File: config.mk
export PLATFORM = sky130hd
export DESIGN_NAME = prt_dp_pm_mem_ldr
export DESIGN_NICKNAME = d
export VERILOG_FILES = /design/src/rtl/prt_dp_pm_mem_ldr.sv
export SDC_FILE = /design/constraint.sdc
export NUM_CORES = 1
export LEC_CHECK = 0
export CORE_ASPECT_RATIO = 1.25
export CORE_MARGIN = 1.5
export CORE_UTILIZATION = 40
export CTS_CLUSTER_DIAMETER = 80
export DETAILED_ROUTE_END_ITERATION = 10
export GPL_ROUTABILITY_DRIVEN = 0
export PLACE_DENSITY = 0.74
export SYNTH_ARGS = -nofsm -noshare
export SYNTH_HDL_FRONTEND = slang
export SYNTH_SLANG_ARGS = --single-unit
export TNS_END_PERCENT = 1
File: constraint.sdc
create_clock -name CLK_IN -period 7.9 [get_ports CLK_IN]
set_input_delay 0.79 -clock CLK_IN [delete_from_list [all_inputs] [get_ports CLK_IN]]
set_output_delay 0.79 -clock CLK_IN [all_outputs]
set_load 0.03 [all_outputs]
File: src/rtl/prt_dp_pm_mem_ldr.sv
// ---------------------------------------------------------------------------
// prt_dp_pm_mem_ldr
// Sequences the PM exchange memory-update stream into addressed write cycles
// for the policy maker ROM (instructions) and RAM (data). The PM is held in
// reset while a load session runs; progress, word counts and errors are
// reported to the host.
//
// Optional feature macro: PRT_DP_PM_MEM_LDR_CHK_EN
//   defined   : CHK_OUT = running mod-2^32 sum of every word written
//   undefined : CHK_OUT tied to 0, no adder
//
// Ports
//   RST_IN        async active-high reset
//   CLK_IN        clock, rising edge
//   MEM_STR_IN    session start/stop pulse
//   MEM_DAT_IN    incoming memory word
//   MEM_VLD_IN    word valid: bit0 ROM, bit1 RAM
//   PM_RUN_IN     host run request (releases PM reset after a good load)
//   ROM_WR_OUT    ROM write strobe
//   ROM_ADR_OUT   ROM write address
//   RAM_WR_OUT    RAM write strobe
//   RAM_ADR_OUT   RAM write address
//   MEM_DAT_OUT   write data shared by ROM and RAM
//   PM_RST_OUT    PM reset, active-high
//   BUSY_OUT      session active
//   DONE_OUT      last session completed cleanly (sticky)
//   ERR_OUT       last session failed (sticky)
//   ROM_WRDS_OUT  ROM words written this session
//   RAM_WRDS_OUT  RAM words written this session
//   CHK_OUT       checksum of written words (see macro above)
// ---------------------------------------------------------------------------
module prt_dp_pm_mem_ldr #(
    parameter int unsigned P_ROM_ADR = 14,
    parameter int unsigned P_RAM_ADR = 12
) (
    input  logic                 RST_IN,
    input  logic                 CLK_IN,
    input  logic                 MEM_STR_IN,
    input  logic [31:0]          MEM_DAT_IN,
    input  logic [1:0]           MEM_VLD_IN,
    input  logic                 PM_RUN_IN,
    output logic                 ROM_WR_OUT,
    output logic [P_ROM_ADR-1:0] ROM_ADR_OUT,
    output logic                 RAM_WR_OUT,
    output logic [P_RAM_ADR-1:0] RAM_ADR_OUT,
    output logic [31:0]          MEM_DAT_OUT,
    output logic                 PM_RST_OUT,
    output logic                 BUSY_OUT,
    output logic                 DONE_OUT,
    output logic                 ERR_OUT,
    output logic [P_ROM_ADR:0]   ROM_WRDS_OUT,
    output logic [P_RAM_ADR:0]   RAM_WRDS_OUT,
    output logic [31:0]          CHK_OUT
);

    localparam int unsigned ROM_CNT_W = P_ROM_ADR + 1;
    localparam int unsigned RAM_CNT_W = P_RAM_ADR + 1;

    // Count value equal to memory depth: one more word would overflow
    localparam logic [ROM_CNT_W-1:0] ROM_FULL = {1'b1, {P_ROM_ADR{1'b0}}};
    localparam logic [RAM_CNT_W-1:0] RAM_FULL = {1'b1, {P_RAM_ADR{1'b0}}};
    localparam logic [ROM_CNT_W-1:0] ROM_ONE  = ROM_CNT_W'(1);
    localparam logic [RAM_CNT_W-1:0] RAM_ONE  = RAM_CNT_W'(1);

    localparam logic [1:0] VLD_ROM  = 2'b01;
    localparam logic [1:0] VLD_RAM  = 2'b10;
    localparam logic [1:0] VLD_BOTH = 2'b11;

    typedef enum logic [2:0] {
        ST_IDLE  = 3'd0,
        ST_LOAD  = 3'd1,
        ST_FLUSH = 3'd2,
        ST_DONE  = 3'd3,
        ST_ERR   = 3'd4
    } state_t;

    state_t state, state_nxt;

    logic                 rom_wr,  rom_wr_nxt;
    logic [P_ROM_ADR-1:0] rom_adr, rom_adr_nxt;
    logic                 ram_wr,  ram_wr_nxt;
    logic [P_RAM_ADR-1:0] ram_adr, ram_adr_nxt;
    logic [31:0]          dat,     dat_nxt;
    logic                 pm_rst,  pm_rst_nxt;
    logic                 busy,    busy_nxt;
    logic                 done,    done_nxt;
    logic                 err,     err_nxt;
    logic [ROM_CNT_W-1:0] rom_cnt, rom_cnt_nxt;
    logic [RAM_CNT_W-1:0] ram_cnt, ram_cnt_nxt;

`ifdef PRT_DP_PM_MEM_LDR_CHK_EN
    logic [31:0]          chk,     chk_nxt;
`endif

    // Request decode and overflow detection for the current word
    logic rom_req_c;
    logic ram_req_c;
    logic reject_c;

    assign rom_req_c = (MEM_VLD_IN == VLD_ROM);
    assign ram_req_c = (MEM_VLD_IN == VLD_RAM);
    assign reject_c  = (MEM_VLD_IN == VLD_BOTH)
                     || (rom_req_c && (rom_cnt == ROM_FULL))
                     || (ram_req_c && (ram_cnt == RAM_FULL));

    // Next-state and next-output logic
    always_comb begin
        state_nxt   = state;
        rom_wr_nxt  = 1'b0;
        ram_wr_nxt  = 1'b0;
        rom_adr_nxt = rom_adr;
        ram_adr_nxt = ram_adr;
        dat_nxt     = dat;
        pm_rst_nxt  = 1'b1;
        busy_nxt    = busy;
        done_nxt    = done;
        err_nxt     = err;
        rom_cnt_nxt = rom_cnt;
        ram_cnt_nxt = ram_cnt;
`ifdef PRT_DP_PM_MEM_LDR_CHK_EN
        chk_nxt     = chk;
`endif

        unique case (state)
            ST_IDLE, ST_DONE, ST_ERR: begin
                // Start of a new session wipes all session state
                if (MEM_STR_IN) begin
                    state_nxt   = ST_LOAD;
                    rom_cnt_nxt = '0;
                    ram_cnt_nxt = '0;
                    busy_nxt    = 1'b1;
                    done_nxt    = 1'b0;
                    err_nxt     = 1'b0;
`ifdef PRT_DP_PM_MEM_LDR_CHK_EN
                    chk_nxt     = '0;
`endif
                end
            end

            ST_LOAD: begin
                if (reject_c) begin
                    // Offending word is dropped; counts freeze at last good value
                    state_nxt = ST_ERR;
                    err_nxt   = 1'b1;
                    busy_nxt  = 1'b0;
                end else begin
                    if (rom_req_c) begin
                        rom_wr_nxt  = 1'b1;
                        rom_adr_nxt = rom_cnt[P_ROM_ADR-1:0];
                        dat_nxt     = MEM_DAT_IN;
                        rom_cnt_nxt = rom_cnt + ROM_ONE;
`ifdef PRT_DP_PM_MEM_LDR_CHK_EN
                        chk_nxt     = chk + MEM_DAT_IN;
`endif
                    end
                    if (ram_req_c) begin
                        ram_wr_nxt  = 1'b1;
                        ram_adr_nxt = ram_cnt[P_RAM_ADR-1:0];
                        dat_nxt     = MEM_DAT_IN;
                        ram_cnt_nxt = ram_cnt + RAM_ONE;
`ifdef PRT_DP_PM_MEM_LDR_CHK_EN
                        chk_nxt     = chk + MEM_DAT_IN;
`endif
                    end
                    // A word arriving with the stop pulse is still written
                    if (MEM_STR_IN) begin
                        state_nxt = ST_FLUSH;
                    end
                end
            end

            ST_FLUSH: begin
                // One cycle for the final strobe; stop/start pulses ignored here
                state_nxt = ST_DONE;
                done_nxt  = 1'b1;
                busy_nxt  = 1'b0;
            end

            default: begin
                state_nxt = ST_IDLE;
            end
        endcase

        // PM leaves reset only after a clean load and on host request
        if (state_nxt == ST_DONE) begin
            pm_rst_nxt = ~PM_RUN_IN;
        end
    end

    // State and output registers
    always_ff @(posedge CLK_IN or posedge RST_IN) begin
        if (RST_IN) begin
            state   <= ST_IDLE;
            rom_wr  <= 1'b0;
            ram_wr  <= 1'b0;
            rom_adr <= '0;
            ram_adr <= '0;
            dat     <= '0;
            pm_rst  <= 1'b1;
            busy    <= 1'b0;
            done    <= 1'b0;
            err     <= 1'b0;
            rom_cnt <= '0;
            ram_cnt <= '0;
`ifdef PRT_DP_PM_MEM_LDR_CHK_EN
            chk     <= '0;
`endif
        end else begin
            state   <= state_nxt;
            rom_wr  <= rom_wr_nxt;
            ram_wr  <= ram_wr_nxt;
            rom_adr <= rom_adr_nxt;
            ram_adr <= ram_adr_nxt;
            dat     <= dat_nxt;
            pm_rst  <= pm_rst_nxt;
            busy    <= busy_nxt;
            done    <= done_nxt;
            err     <= err_nxt;
            rom_cnt <= rom_cnt_nxt;
            ram_cnt <= ram_cnt_nxt;
`ifdef PRT_DP_PM_MEM_LDR_CHK_EN
            chk     <= chk_nxt;
`endif
        end
    end

    assign ROM_WR_OUT   = rom_wr;
    assign ROM_ADR_OUT  = rom_adr;
    assign RAM_WR_OUT   = ram_wr;
    assign RAM_ADR_OUT  = ram_adr;
    assign MEM_DAT_OUT  = dat;
    assign PM_RST_OUT   = pm_rst;
    assign BUSY_OUT     = busy;
    assign DONE_OUT     = done;
    assign ERR_OUT      = err;
    assign ROM_WRDS_OUT = rom_cnt;
    assign RAM_WRDS_OUT = ram_cnt;

`ifdef PRT_DP_PM_MEM_LDR_CHK_EN
    assign CHK_OUT = chk;
`else
    assign CHK_OUT = 32'd0;
`endif

endmodule
* After elaboration in Yosys (flattened, before gate mapping)
Cells that the tools add are included.
** Cells by class
- Muxes and demuxes :: 28
- $mul :: 0
- Bitwise gates (word level) :: 2
- Add/sub/neg operators :: 2
- Div/mod/pow operators :: 0
- Shift operators :: 0
- Reduce and logical (&&, ||, !) cells :: 18
- Magnitude comparators :: 0
- Equality and inequality tests :: 15
** Operators with widths (number)
- $mux 32 :: 2
- $mux 15 :: 3
- $mux 13 :: 3
- $pmux 15 s2 :: 1
- $pmux 13 s2 :: 1
- $add 15x1->15 const B :: 1
- $eq 15x15->1 const B :: 1
- $reduce_and 3->1 :: 5
- $add 13x1->13 const B :: 1
- $eq 13x13->1 const B :: 1
- $mux 1 :: 11
- $ne 2x2->1 const B :: 5
- $eq 3x2->1 const B :: 3
- $mux 3 :: 3
- $pmux 3 s3 :: 1
- $reduce_and 4->1 :: 2
- $reduce_bool 2->1 :: 3
- $eq 2x2->1 const B :: 2
- $pmux 1 s2 :: 2
- $eq 3x1->1 const B :: 1
- $eq 3x3->1 const B :: 1
- $logic_not 3->1 :: 1
- $pmux 1 s3 :: 1
- $reduce_bool 3->1 :: 1
- other kinds (6) :: 9
** Storage, ports and cells
- Memories kept :: 0
- Word-level logic and storage cells :: 77
- RAM bits :: 0
- Bits in read-only memories :: 0
- Output and inout port bits :: 124
- Register bits :: 95
- Input bits :: 38
- Latch bits :: 0

* Longest topological paths before layout
- Depth in word-level cells :: 8
- Gate-level depth with buffers :: 12
- Depth with buffers taken out :: 8

* Worst setup path before layout
Ideal clock, no wire load.
- Kind :: input to register
- Start point :: in MEM_VLD_IN[0]
- End point :: reg dat[0] (netlist: MEM_DAT_OUT[0])
- Path buffers :: 3
- Arrival :: 2.673 ns
- Data required time :: 7.775 ns
- Cell stages on the path :: 10
- Slack :: 5.102 ns
- Cell sequence :: inv_1 ha_1 nor4b_1 a41o_1 buf_6 or2_4 or3b_1 buf_6 buf_12 mux2_4
** On the way
- Word-level cells in the longest chain between the ends :: 6
** RTL lines
- from (decl) :: RTL line 40 : input logic [1:0] MEM_VLD_IN,
- $eq 2x1->1 :: RTL line 100 : assign rom_req_c = (MEM_VLD_IN == VLD_ROM);
- $logic_and 1x1->1 :: RTL line 103 : || (rom_req_c && (rom_cnt == ROM_FULL))
- $logic_or 1x1->1 :: RTL line 103
- $logic_or 1x1->1 :: RTL line 104 : || (ram_req_c && (ram_cnt == RAM_FULL));
- $not 1->1 (no line)
- $reduce_and 3->1 (no line)
- to (signal assigned) :: RTL line 214 : dat <= dat_nxt;
- to (decl) :: RTL line 83 : logic [31:0] dat, dat_nxt;
Several ways; a longest one is shown, not always the timed one.
A chain may end at the register's enable or synchronous reset.

* Worst setup path after layout
- Start point :: in MEM_VLD_IN[0]
- End point :: reg rom_cnt[12] (netlist: ROM_WRDS_OUT[12])
** On the way
- Word-level cells in the longest chain between the ends :: 6
** RTL lines
- $eq 2x1->1 :: RTL line 100
- $logic_and 1x1->1 :: RTL line 103
- $logic_or 1x1->1 :: RTL line 103
- $logic_or 1x1->1 :: RTL line 104
- $ne 2x2->1 (no line)
- $reduce_and 4->1 (no line) *
- to (signal assigned) :: RTL line 219 : rom_cnt <= rom_cnt_nxt;
- to (decl) :: RTL line 88 : logic [ROM_CNT_W-1:0] rom_cnt, rom_cnt_nxt;
Mark *: on every way between the ends. The rest lies on a longest branch, timed or not.

==> results by group <==
Clock network
  • # H-tree levels: 3
  • CTS Buf Count: 9
  • Clk sinks: 95
  • Clock slew at reported path FFs: 0.07 ns
  • CTS tree: built
  • Root Driver: clkbuf_16
  • Clk Latency, worst-skew pair: 0.34 ns
  • Clock buffer depth: 2
  • Cts repair resizes: 0
  • # hold bufs at CTS: 0
  • Post-CTS Setup Inserts: 0

Synth
  • Mux contribution to synthesized area: 0.109
  • Async S/R FF share, synth: 1.00
  • Seq cells post-synth: 95
  • Synth Instances: 430
  • Syn Area/Cell: 10.8 µm²
  • Largest family of logic cells by synthesized area: simple AND/OR/NAND/NOR gates
  • Post-synth EDFFs: 0
  • Synthesized-area fraction occupied by adder cells: 0.0189
  • Synth Cell Area: 4630 µm²
  • Yosys warns: 0
  • Post-synthesis simple-gate area fraction: 0.191
  • Top_reg_cell synth: dfrtp_1
  • Cell variety after synth: 51
  • Sequential fraction of the synthesis area: 0.514
  • Compound-Gate Fraction of Synth Area: 0.0586
  • XOR/XNOR Fraction of Synth Area: 0.0113

Finish
  • Filler cells: 984
  • Most common cell after layout, fill and taps aside: clkdlybuf4s50_1
  • Final #Nets: 591
  • Final cell count without fillers: 686
  • Most frequent cells in the layout: clkdlybuf4s50_1, dfrtp_1, nand2_1, conb_1, mux2_4
  • N_diodes: 0
  • Area grow syn2layout: 32.3%
  • Share of layout cells above drive strength 1: 0.0998
  • Core Util, Final: 0.548

STA
  • Fmax: 253 MHz
  • Worst Tran Pin Value: 1.16 ns
  • Tmin final: 3.95 ns
  • Fin. max-slew vios: 0
  • Rel. slew slack: 0.227
  • Worst Skew: 0.00871 ns
  • Final worst-path cycle share: 0.500
  • Post-route setup TNS: 0 ns
  • Fin. Hold Viols: 0
  • Final setup fails: 0
  • RSZ-0062 raised after global routing: no
  • Hold WS: 0.475 ns

Drt
  • DR pass1 iterations: 4
  • Met3 wire length: 742 µm
  • DR WL met2: 5170 µm
  • Drt drc: 0
  • DR top layer: met4
  • Routed len/inst: 16.0 µm
  • Vias: 3466
  • ANT nets after route: 0
  • Starting DRC count in detailed routing: 210
  • Routed vias/inst: 5.05
  • Final wirelength: 11000 µm
  • Post-Route M1 WL: 4900 µm

Die
  • Die area: 12200 µm²
  • Initial Utilization: 0.414
  • Core area: 11200 µm²
  • Ports: 162
  • Die Y: 123 µm
  • Num rows: 43
  • Die X: 99.2 µm

Place
  • # placed instances: 670
  • Detailed placer's ending HPWL: 7800 µm
  • # port buffers: 129

Setup path
  • Worst path cell trace: clkdlybuf4s50_1 > ha_1 > nor4bb_1 > and4_1 > or3_1 > inv_1 > and3_1 > a211o_1
  • Slowest cell delay on critical path: 0.82 ns
  • Worst Path Max Fanout: 33
  • Number of cells on the worst reg-to-reg path: 8
  • Worst path slowest cell: or3_1
  • Reg2reg end: ROM_WRDS_OUT[12]
  • Arr. time, crit path: 4.18 ns
  • Kind of critical path: in -> reg
  • Crit path launch type: input port
  • R2r startpoint: RAM_WRDS_OUT[0]
  • FF-to-FF setup slack: 4.40 ns
  • CP required: 8.13 ns
  • Worst Setup End Kind: flop
  • Setup crit start: MEM_VLD_IN[0]

Worst hold path
  • Hold Startpoint: RAM_ADR_OUT[9]
  • Hold Path Stages: 2
  • Hold Crit Class: reg -> reg
  • Worst hold path endpoint: RAM_ADR_OUT[9]

Global route
  • Tot GR Track Use: 0.185
  • Grt ovf: 0
  • First-pass GRT wire length: 17700 µm
  • Antenna violations before repair: 0
  • Vias in the first global route: 3375
  • Largest net degree at the start of global routing: 63

Pwr
  • Power share of the clock group: 0.235
  • Seq pwr share: 0.347
  • Switching fraction of total power: 0.361
  • P_int: 1.26 mW
  • PwrDens: 322 nW/µm²
  • VDD IR-drop max: 0.136 mV
  • Sw power: 713 µW
  • Comb pwr share: 0.418
  • Lkg Pwr: 2.87 nW
  • Overall power: 1.97 mW

Outcome
  • Run status: complete, no violations

Run
  • MaxCap Viol Count: 0
[final cells by class]
cell class | count | area (µm²) | area share
timing repair buffer | 130 | 1300 | 0.212
sequential | 95 | 2380 | 0.388
clock inverter | 6 | 92.6 | 0.0151
clock buffer | 10 | 229 | 0.0374
tap | 135 | 169 | 0.0276
multi-input combinational | 300 | 1920 | 0.313
inverter | 10 | 40.0 | 0.00653
[worst max-delay path, delay by kind of cell]
family / cells / cell delay, ns
simple gates: 4 / 1.83
fa+ha+maj: 1 / 0.21
compound gates: 1 / 0.26
buf+inv: 2 / 1.06
[per-stage QoR]
stage	cell area, µm²	setup WS [ns]
2_1_floorplan	4750	4.63
6_report	6130	3.95
4_1_cts	6130	3.98
5_1_grt	6130	3.69
3_3_place_gp	5810	3.77
3_5_place_dp	5810	3.61
[how the worst max path moves through the flow]
stage,to
after CTS,ROM_WRDS_OUT[12]
after floorplan,BUSY_OUT
after detailed placement,ROM_WRDS_OUT[12]
after global placement,ROM_WRDS_OUT[12]
final,ROM_WRDS_OUT[12]
after global routing,ROM_WRDS_OUT[7]
[layer usage]
layer / global-route usage / vias up
met3: 0.0469 / 10
li1: - / 1643
met1: 0.240 / 1674
met5: 0 / -
met4: 0.0722 / 0
met2: 0.298 / 139
[cells by family after synthesis]
family          after synthesis
other cells                   1
buf+inv                      66
fa+ha+maj                     7
mux                          35
compound gates               40
flops                        95
xor+xnor                      6
simple gates                180
[synth_stat cells, types with 5 or more instances]
cell	number	area (µm²)
nor2_1	14	52.6
nor4b_1	5	43.8
a21oi_1	10	50.1
nor4_1	7	43.8
dfrtp_1	94	2350
or3_1	7	43.8
o31ai_1	7	52.6
buf_2	11	55.1
and3_1	7	43.8
ha_1	7	87.6
nand4_1	7	43.8
xnor2_1	6	52.6
mux2_4	30	450
inv_1	10	37.5
buf_4	33	248
nand3_1	15	75.1
nand2_1	92	345
nor3_1	5	25.0
or4_1	5	37.5
clkbuf_1	7	26.3
o21ai_0	7	35.0
[power groups by stage]
stage,clock network (mW),registers (mW),logic [mW]
after floorplan,0,0.901,0.337
after global placement,0,0.687,0.815
after global routing,0.498,0.702,0.872
final,0.464,0.685,0.825
after CTS,0.476,0.686,0.830
after detailed placement,0,0.694,0.825
[sequential cells by signal, summed over array words and instances, names as in the netlist]
name	flops
ROM_ADR_OUT	14
RAM_WRDS_OUT	13
BUSY_OUT	1
PM_RST_OUT	1
RAM_WR_OUT	1
DONE_OUT	1
ROM_WR_OUT	1
ERR_OUT	1
RAM_ADR_OUT	12
MEM_DAT_OUT	32
ROM_WRDS_OUT	15
state	3
No activity file was read; power rests on OpenSTA's default activity.
